## config.mk

```make
export PLATFORM = sky130hd
export DESIGN_NAME = color_mapper_pal
export DESIGN_NICKNAME = d
export VERILOG_FILES = /design/src/rtl/color_mapper_pal.sv
export SDC_FILE = /design/constraint.sdc
export NUM_CORES = 1
export LEC_CHECK = 0
export CAP_MARGIN = 10
export CORE_ASPECT_RATIO = 0.75
export CORE_MARGIN = 2
export CORE_UTILIZATION = 55
export CTS_BUF_LIST = sky130_fd_sc_hd__clkbuf_16
export CTS_CLUSTER_SIZE = 16
export DETAILED_ROUTE_END_ITERATION = 8
export GPL_TIMING_DRIVEN = 0
export PLACE_DENSITY = 0.74
export SLEW_MARGIN = 25
export SYNTH_ARGS = -nofsm -noshare
export SYNTH_HDL_FRONTEND = slang
export SYNTH_SLANG_ARGS = --single-unit
```

## constraint.sdc

```tcl
create_clock -name Clk -period 5.8 [get_ports Clk]
set_input_delay 1.16 -clock Clk [delete_from_list [all_inputs] [get_ports Clk]]
set_output_delay 1.16 -clock Clk [all_outputs]
set_load 0.03 [all_outputs]
```

## src/rtl/color_mapper_pal.sv

```systemverilog
// Two-stage VGA colour mapper: layer priority select plus background generation,
// then a writable-palette lookup. Optional output dimming via COLOR_MAPPER_PAL_BRIGHTNESS_EN.
module color_mapper_pal #(
    parameter int NUM_LAYERS = 2,
    parameter int IDX_W      = 4,
    parameter int COLOR_W    = 8,
    parameter int COORD_W    = 10
) (
    input  logic                        Clk,
    input  logic                        Reset_n,
    input  logic                        pix_valid_in,
    input  logic [COORD_W-1:0]          ReadX,
    input  logic [COORD_W-1:0]          ReadY,
    input  logic [NUM_LAYERS-1:0]       layer_hit,
    input  logic [NUM_LAYERS*IDX_W-1:0] layer_idx,
    input  logic                        pal_we,
    input  logic [IDX_W-1:0]            pal_waddr,
    input  logic [3*COLOR_W-1:0]        pal_wdata,
    input  logic [1:0]                  bg_mode,
    input  logic [3*COLOR_W-1:0]        bg_color,
`ifdef COLOR_MAPPER_PAL_BRIGHTNESS_EN
    input  logic [2:0]                  brightness,
`endif
    output logic [COLOR_W-1:0]          VGA_R,
    output logic [COLOR_W-1:0]          VGA_G,
    output logic [COLOR_W-1:0]          VGA_B,
    output logic                        pix_valid_out
);

    localparam int DEPTH = 2**IDX_W;
    localparam int SHIFT = COLOR_W - IDX_W;

    typedef logic [3*COLOR_W-1:0] rgb_t;

    rgb_t                palette [DEPTH];
    logic [COLOR_W-1:0]  frame_cnt;

    logic                s1_valid;
    logic                s1_hit;
    logic [IDX_W-1:0]    s1_idx;
    rgb_t                s1_bg;

    logic                sel_hit;
    logic [IDX_W-1:0]    sel_idx;
    rgb_t                bg_rgb;
    rgb_t                s2_rgb;
    logic                frame_start;

    // Only the upper coordinate bits feed the gradient; the rest are intentionally ignored.
    logic                unused_coord_bits;
    assign unused_coord_bits = ^{ReadX, ReadY};

    assign frame_start = pix_valid_in && (ReadX == '0) && (ReadY == '0);

    // NOTE: every always_comb output gets a default first, otherwise a missed branch infers a latch.
    always_comb begin
        sel_hit = 1'b0;
        sel_idx = '0;
        // Walk from the lowest-priority layer upwards so layer 0 overwrites last.
        for (int i = NUM_LAYERS - 1; i >= 0; i--) begin
            if (layer_hit[i]) begin
                sel_hit = 1'b1;
                sel_idx = layer_idx[i*IDX_W +: IDX_W];
            end
        end
    end

    always_comb begin
        bg_rgb = bg_color;
        case (bg_mode)
            2'd1:    bg_rgb = {ReadX[COORD_W-1 -: COLOR_W], ReadY[COORD_W-2 -: COLOR_W],
                               bg_color[COLOR_W-1:0]};
            2'd2:    bg_rgb = {bg_color[3*COLOR_W-1:COLOR_W], frame_cnt};
            default: bg_rgb = bg_color;
        endcase
    end

    // NOTE: sequential state uses non-blocking assignments so every register samples pre-edge values.
    always_ff @(posedge Clk) begin
        if (!Reset_n) begin
            s1_valid  <= 1'b0;
            s1_hit    <= 1'b0;
            s1_idx    <= '0;
            s1_bg     <= '0;
            frame_cnt <= '0;
        end else begin
            s1_valid <= pix_valid_in;
            if (pix_valid_in) begin
                s1_hit <= sel_hit;
                s1_idx <= sel_hit ? sel_idx : '0;
                s1_bg  <= sel_hit ? '0 : bg_rgb;
            end else begin
                s1_hit <= 1'b0;
                s1_idx <= '0;
                s1_bg  <= '0;
            end
            if (frame_start) begin
                frame_cnt <= frame_cnt + 1'b1;
            end
        end
    end

    // NOTE: the palette is reset to a grey ramp, so it is built from flops rather than a RAM macro.
    always_ff @(posedge Clk) begin
        if (!Reset_n) begin
            for (int i = 0; i < DEPTH; i++) begin
                palette[i] <= {3{COLOR_W'(i << SHIFT)}};
            end
        end else if (pal_we) begin
            palette[pal_waddr] <= pal_wdata;
        end
    end

    // A lookup on the same edge as a write to that entry sees the old contents.
    always_comb begin
        s2_rgb = s1_hit ? palette[s1_idx] : s1_bg;
        if (!s1_valid) begin
            s2_rgb = '0;
        end
    end

    always_ff @(posedge Clk) begin
        if (!Reset_n) begin
            VGA_R         <= '0;
            VGA_G         <= '0;
            VGA_B         <= '0;
            pix_valid_out <= 1'b0;
        end else begin
`ifdef COLOR_MAPPER_PAL_BRIGHTNESS_EN
            VGA_R <= s2_rgb[3*COLOR_W-1:2*COLOR_W] >> brightness;
            VGA_G <= s2_rgb[2*COLOR_W-1:COLOR_W]   >> brightness;
            VGA_B <= s2_rgb[COLOR_W-1:0]           >> brightness;
`else
            VGA_R <= s2_rgb[3*COLOR_W-1:2*COLOR_W];
            VGA_G <= s2_rgb[2*COLOR_W-1:COLOR_W];
            VGA_B <= s2_rgb[COLOR_W-1:0];
`endif
            pix_valid_out <= s1_valid;
        end
    end

endmodule

```

# After elaboration in Yosys (flattened, before gate mapping)
# Memory sizes are Yosys's and may differ from the RTL's. A register that Yosys moved wholly into a read port is not among the register bits.
# Index checks and enable logic that the tools add are counted.
word_totals:
  wordCells: 37
  register_bits: 59
  mem_count: 1
  mem_bits_rw: 384
classes:
  reduce_logical: 9
  mux: 14
  add_sub_neg: 1
  n_eq_ne: 2
  n_bitwise: 2
memory_table:
  columns: ["memory", "words", "width", "rd", "rd_clocked_by_memory_dff", "write_ports", "line_no", "source"]
  rows:
  - ["palette", 16, 24, 1, 1, 16, "35", "rgb_t palette [DEPTH];"]
op_table:
  columns: ["op", "count"]
  rows:
  - ["$mux 24", 2]
  - ["$pmux 24 s2", 1]
  - ["$reduce_or 24->1", 1]
  - ["$logic_not 10->1", 2]
  - ["$mux 4", 4]
  - ["$add 8x1->8 const B", 1]
  - ["$mux 1", 7]
  - ["$reduce_and 2->1", 2]
  - ["$reduce_and 3->1", 1]
  - ["$reduce_or 3->1", 1]
  - ["$eq 2x1->1 const B", 1]
  - ["$eq 2x2->1 const B", 1]
  - ["$logic_and 1x1->1", 2]
  - ["$not 1->1", 2]

# Longest topological paths before layout
# Gate-level depths: netlist of the first run.
depth:
  ltp_word: 5
  depth_mapped: 7
  depth_no_buf: 5

# Least setup slack after synthesis of the first run
# OpenSTA, ideal clock, no wires.
synth_timing:
  path_type: "input -> register"
  startpoint: "in Reset_n"
  endpoint: "mem palette[1][0] (netlist bit) (enable)"
  path_stages: 6
  setup_ns: 0.438
  t_arrival_ns: 3.710
  t_required_ns: 5.362
  setup_slack_ns: 1.652
  path_cell_list: "buf_4 nand2_1 or3_1 buf_4 buf_2 o21ai_0"
synth_rtl:
  columns: ["element", "line_no", "source"]
  rows:
  - ["start, declared", "10", "input logic Reset_n,"]
  - ["end, declared", "35", null]

==> results.yml, run 1 <==
setup_path:
  reg2reg_slack_ns: 3.13
  r2r_end: "VGA_B[1]"
  worst-setup-path-type: "primary input to register"
  cp-end-kind: "register"
  worstPathRequired_ns: 6.00
  r2r_cells: 7
  crit_fanout: 24
  crit_arrival_ns: 4.02
  critPathLaunchType: "primary input"
clock_tree:
  tritoncts: "done"
  cts_resized: 0
  cts-root-buf: "clkbuf_16"
  clk_path_buf_depth: 3
  post_cts_buffers: 0
  path_clk_slew_ns: 0.06
  cts_inserted_buffers: 43
  htreeDepth: 2
  ctsHoldBuffers: 0
  cts.sinks: 447
  worstSkewPairLatency_ns: 0.57
placement:
  place_hpwl_mm: 39.8
  dp_cells: 1974
  port-buffer-count: 112
  gp_congestion: 0.866
route:
  ant_nets: 0
  drt_wl_total_mm: 56.1
  drc: 0
  first_pass_iters: 5
  vias_per_cell: 6.16
  routedWlPerCell_um: 27.3
  drt_iter0_markers: 1647
  vias: 12700
timing:
  period_share_pct: 66.0
  clock_skew_ns: 0.0294
  rsz0062_at_grt: "no"
  worstMarginPinSlew_ns: 0.971
  fin_crit_ns: 3.83
  finalSetupViolCount: 0
  hold_violations: 0
  max_clock_freq_mhz: 261
  max_slew_margin_pct: 35.0
  maxSlewViolCount: 0
yosys:
  synth_cell_types: 42
  synthArstFlopShare_pct: 0
  synthesis.nets: 1475
  synth-edff-count: 384
  yosysSeqAreaShare_pct: 64.7
  synth-seq-cells: 447
  syn_area_sq_um: 19800
  syn-mean-instance-area_sq_um: 14.3
  yosys_warnings: 0
  synth_flop_cell: "edfxtp_1"
  synthCells: 1384
hold_path:
  min_to: "VGA_R[7]"
  hold_path.startpoint: "s1_bg[23]"
  hold_depth: 2
  min_path_type: "register to register"
die:
  rows: 60
  die_h_um: 168
  ios: 113
  start_util_pct: 55.4
  fp.dieW_um: 223
  core-area_sq_um: 35700
  die_area_sq_um: 37500
global_route:
  antenna_found_initial: 0
  grt_pass1_wl_mm: 81.5
  grt_overflow: 0
  grt_pass1_vias: 12800
  grt_max_degree: 25
  grt.total_usage_pct: 30.1
layout:
  multi_input_area_sq_um: 6560
  drive_gt1_share_pct: 12.3
  nFillCells: 2565
  fin_cells: 2053
  num-nets-final: 1645
  seq_area_sq_um: 12800
  area_growth_pct: 17.9
flow_run:
  maxCapViolCount: 0
power:
  ir_worst_vdd_mv: 0.349
  total_power_mw: 7.01
  powerDensity_nw_per_um2: 301
  leakage_nw: 7.77
status:
  status: "finished clean"
## registers in the layout, indices dropped and copies added (netlist names), named ones only
name           count
VGA_B              8
VGA_G              8
VGA_R              8
frame_cnt          8
palette          384
pix_valid_out      1
s1_bg             24
s1_hit             1
s1_valid           1
## cells in the mapped netlist (3+ instances only)
cell type / instances / area [sq um]
nand2b_1: 21 / 131
nor3_2: 4 / 40.0
buf_4: 7 / 52.6
o21ai_0: 35 / 175
o31ai_1: 3 / 22.5
dfxtp_1: 63 / 1260
clkbuf_2: 3 / 15.0
nor2b_1: 5 / 31.3
mux2i_1: 123 / 1230
a22oi_1: 75 / 563
or3_1: 86 / 538
mux4_2: 48 / 1080
edfxtp_1: 384 / 11500
a21oi_1: 6 / 30.0
nand3_1: 5 / 25.0
inv_1: 6 / 22.5
nand2_1: 12 / 45.0
buf_1: 4 / 15.0
o21ai_1: 3 / 15.0
buf_2: 30 / 150
a32oi_1: 24 / 210
or4_1: 3 / 22.5
nor2_1: 47 / 176
and2_1: 290 / 1810
clkbuf_1: 73 / 274
ha_1: 3 / 37.5
## cell type report
cell class              count  area share [%]
plain buffers             119            2.28
clock inverters            35            1.17
clock buffers              43            4.62
diodes                      1          0.0107
inverters                   6          0.0967
multi-input cells         812            28.2
flip-flops and latches    447            54.9
repair buffers            125            6.24
well taps                 465            2.50
## metrics by stage
stage / area (sq um) / TNS [ns] / util (%) / setup WS [ns] / hold slack (ns)
after floorplan: 19800 / 0 / - / 1.65 / 0.413
final: 23300 / 0 / 65.3 / 1.97 / 0.480
after global routing: 23300 / 0 / 65.3 / 1.83 / 0.515
after global placement: 21500 / -156.03 / 60.2 / -0.907 / 0.466
after CTS: 23300 / 0 / 65.3 / 1.97 / 0.477
after detailed placement: 21900 / 0 / 61.5 / 1.36 / 0.453
## layout by cell type, fill, tap and decap left out, drive strengths merged, types with 3 or more instances in the layout
master         instances
nor4                   3
clkinv                16
nor2                  49
dfxtp                 63
a22oi                 75
clkbuf               119
nand2b                21
nand4                  3
o21ai                 38
mux4                  48
or4                    3
clkinvlp               3
a32oi                 24
edfxtp               384
or3                   86
inv                   18
nand3                  5
nor3                   5
and2                 290
clkdlybuf4s50        112
a21oi                  6
mux2i                123
nor2b                  5
o31ai                  3
nand2                 12
ha                     3
bufinv                 4
buf                   56
## critical path: stages
cell,delay [ns]
clkdlybuf4s50_1,0.49
buf_4,0.22
nand4_1,0.45
nor3_2,0.66
clkbuf_2,0.37
nand2b_2,0.64
## cells by family (layout without fill, tap and decap cells)
group | Yosys count | count (layout) | share of synthesized area (%)
simple gates | 492 | 492 | 15.4
compound gates | 146 | 146 | 5.14
other cells | 0 | 1 | 0
flops | 447 | 447 | 64.7
buf+inv | 125 | 328 | 2.79
mux | 171 | 171 | 11.7
fa+ha+maj | 3 | 3 | 0.190
## power breakdown
part	leakage, nW	internal [mW]	total, mW	switching [mW]
combinational	2.86	0.219	0.554	0.335
sequential	4.22	3.65	3.70	0.0488
clock	0.688	1.53	2.76	1.23
## metal layers
metal  track usage, %  wire length, um
met1             42.9            22800
met2             45.5            24700
met3             8.01             6870
met4             9.80             1640
met5                0                0
## how the worst max path moves through the flow
stage	cells past startpoint	startpoint	end	slack, ns
floorplan	6	Reset_n	palette[1][0]	1.65
global placement	5	pal_waddr[1]	palette[6][15]	-0.91
detailed placement	6	Reset_n	palette[12][18]	1.36
CTS	6	Reset_n	palette[12][10]	1.97
global route	6	Reset_n	palette[12][12]	1.83
finish	6	Reset_n	palette[12][16]	1.97
Note: power is estimated with default switching activity, not from simulation.
==> run 2: changes to the inputs <==
==> constraint.sdc (replaced) <==
create_clock -name Clk -period 3.8 [get_ports Clk]
set_input_delay 0.76 -clock Clk [delete_from_list [all_inputs] [get_ports Clk]]
set_output_delay 0.76 -clock Clk [all_outputs]
set_load 0.03 [all_outputs]
==> results of run 2 <==
The final DEF is identical to that of run 1. Status: finished clean.
Main changes from that run: setup slack after placement 1.36 ns -> -0.241 ns; setup slack after layout 1.97 ns -> 0.373 ns; register-to-register setup slack 3.13 ns -> 1.13 ns; total power 7.01 mW -> 10.7 mW; worst IR drop on VDD 0.349 mV -> 0.533 mV
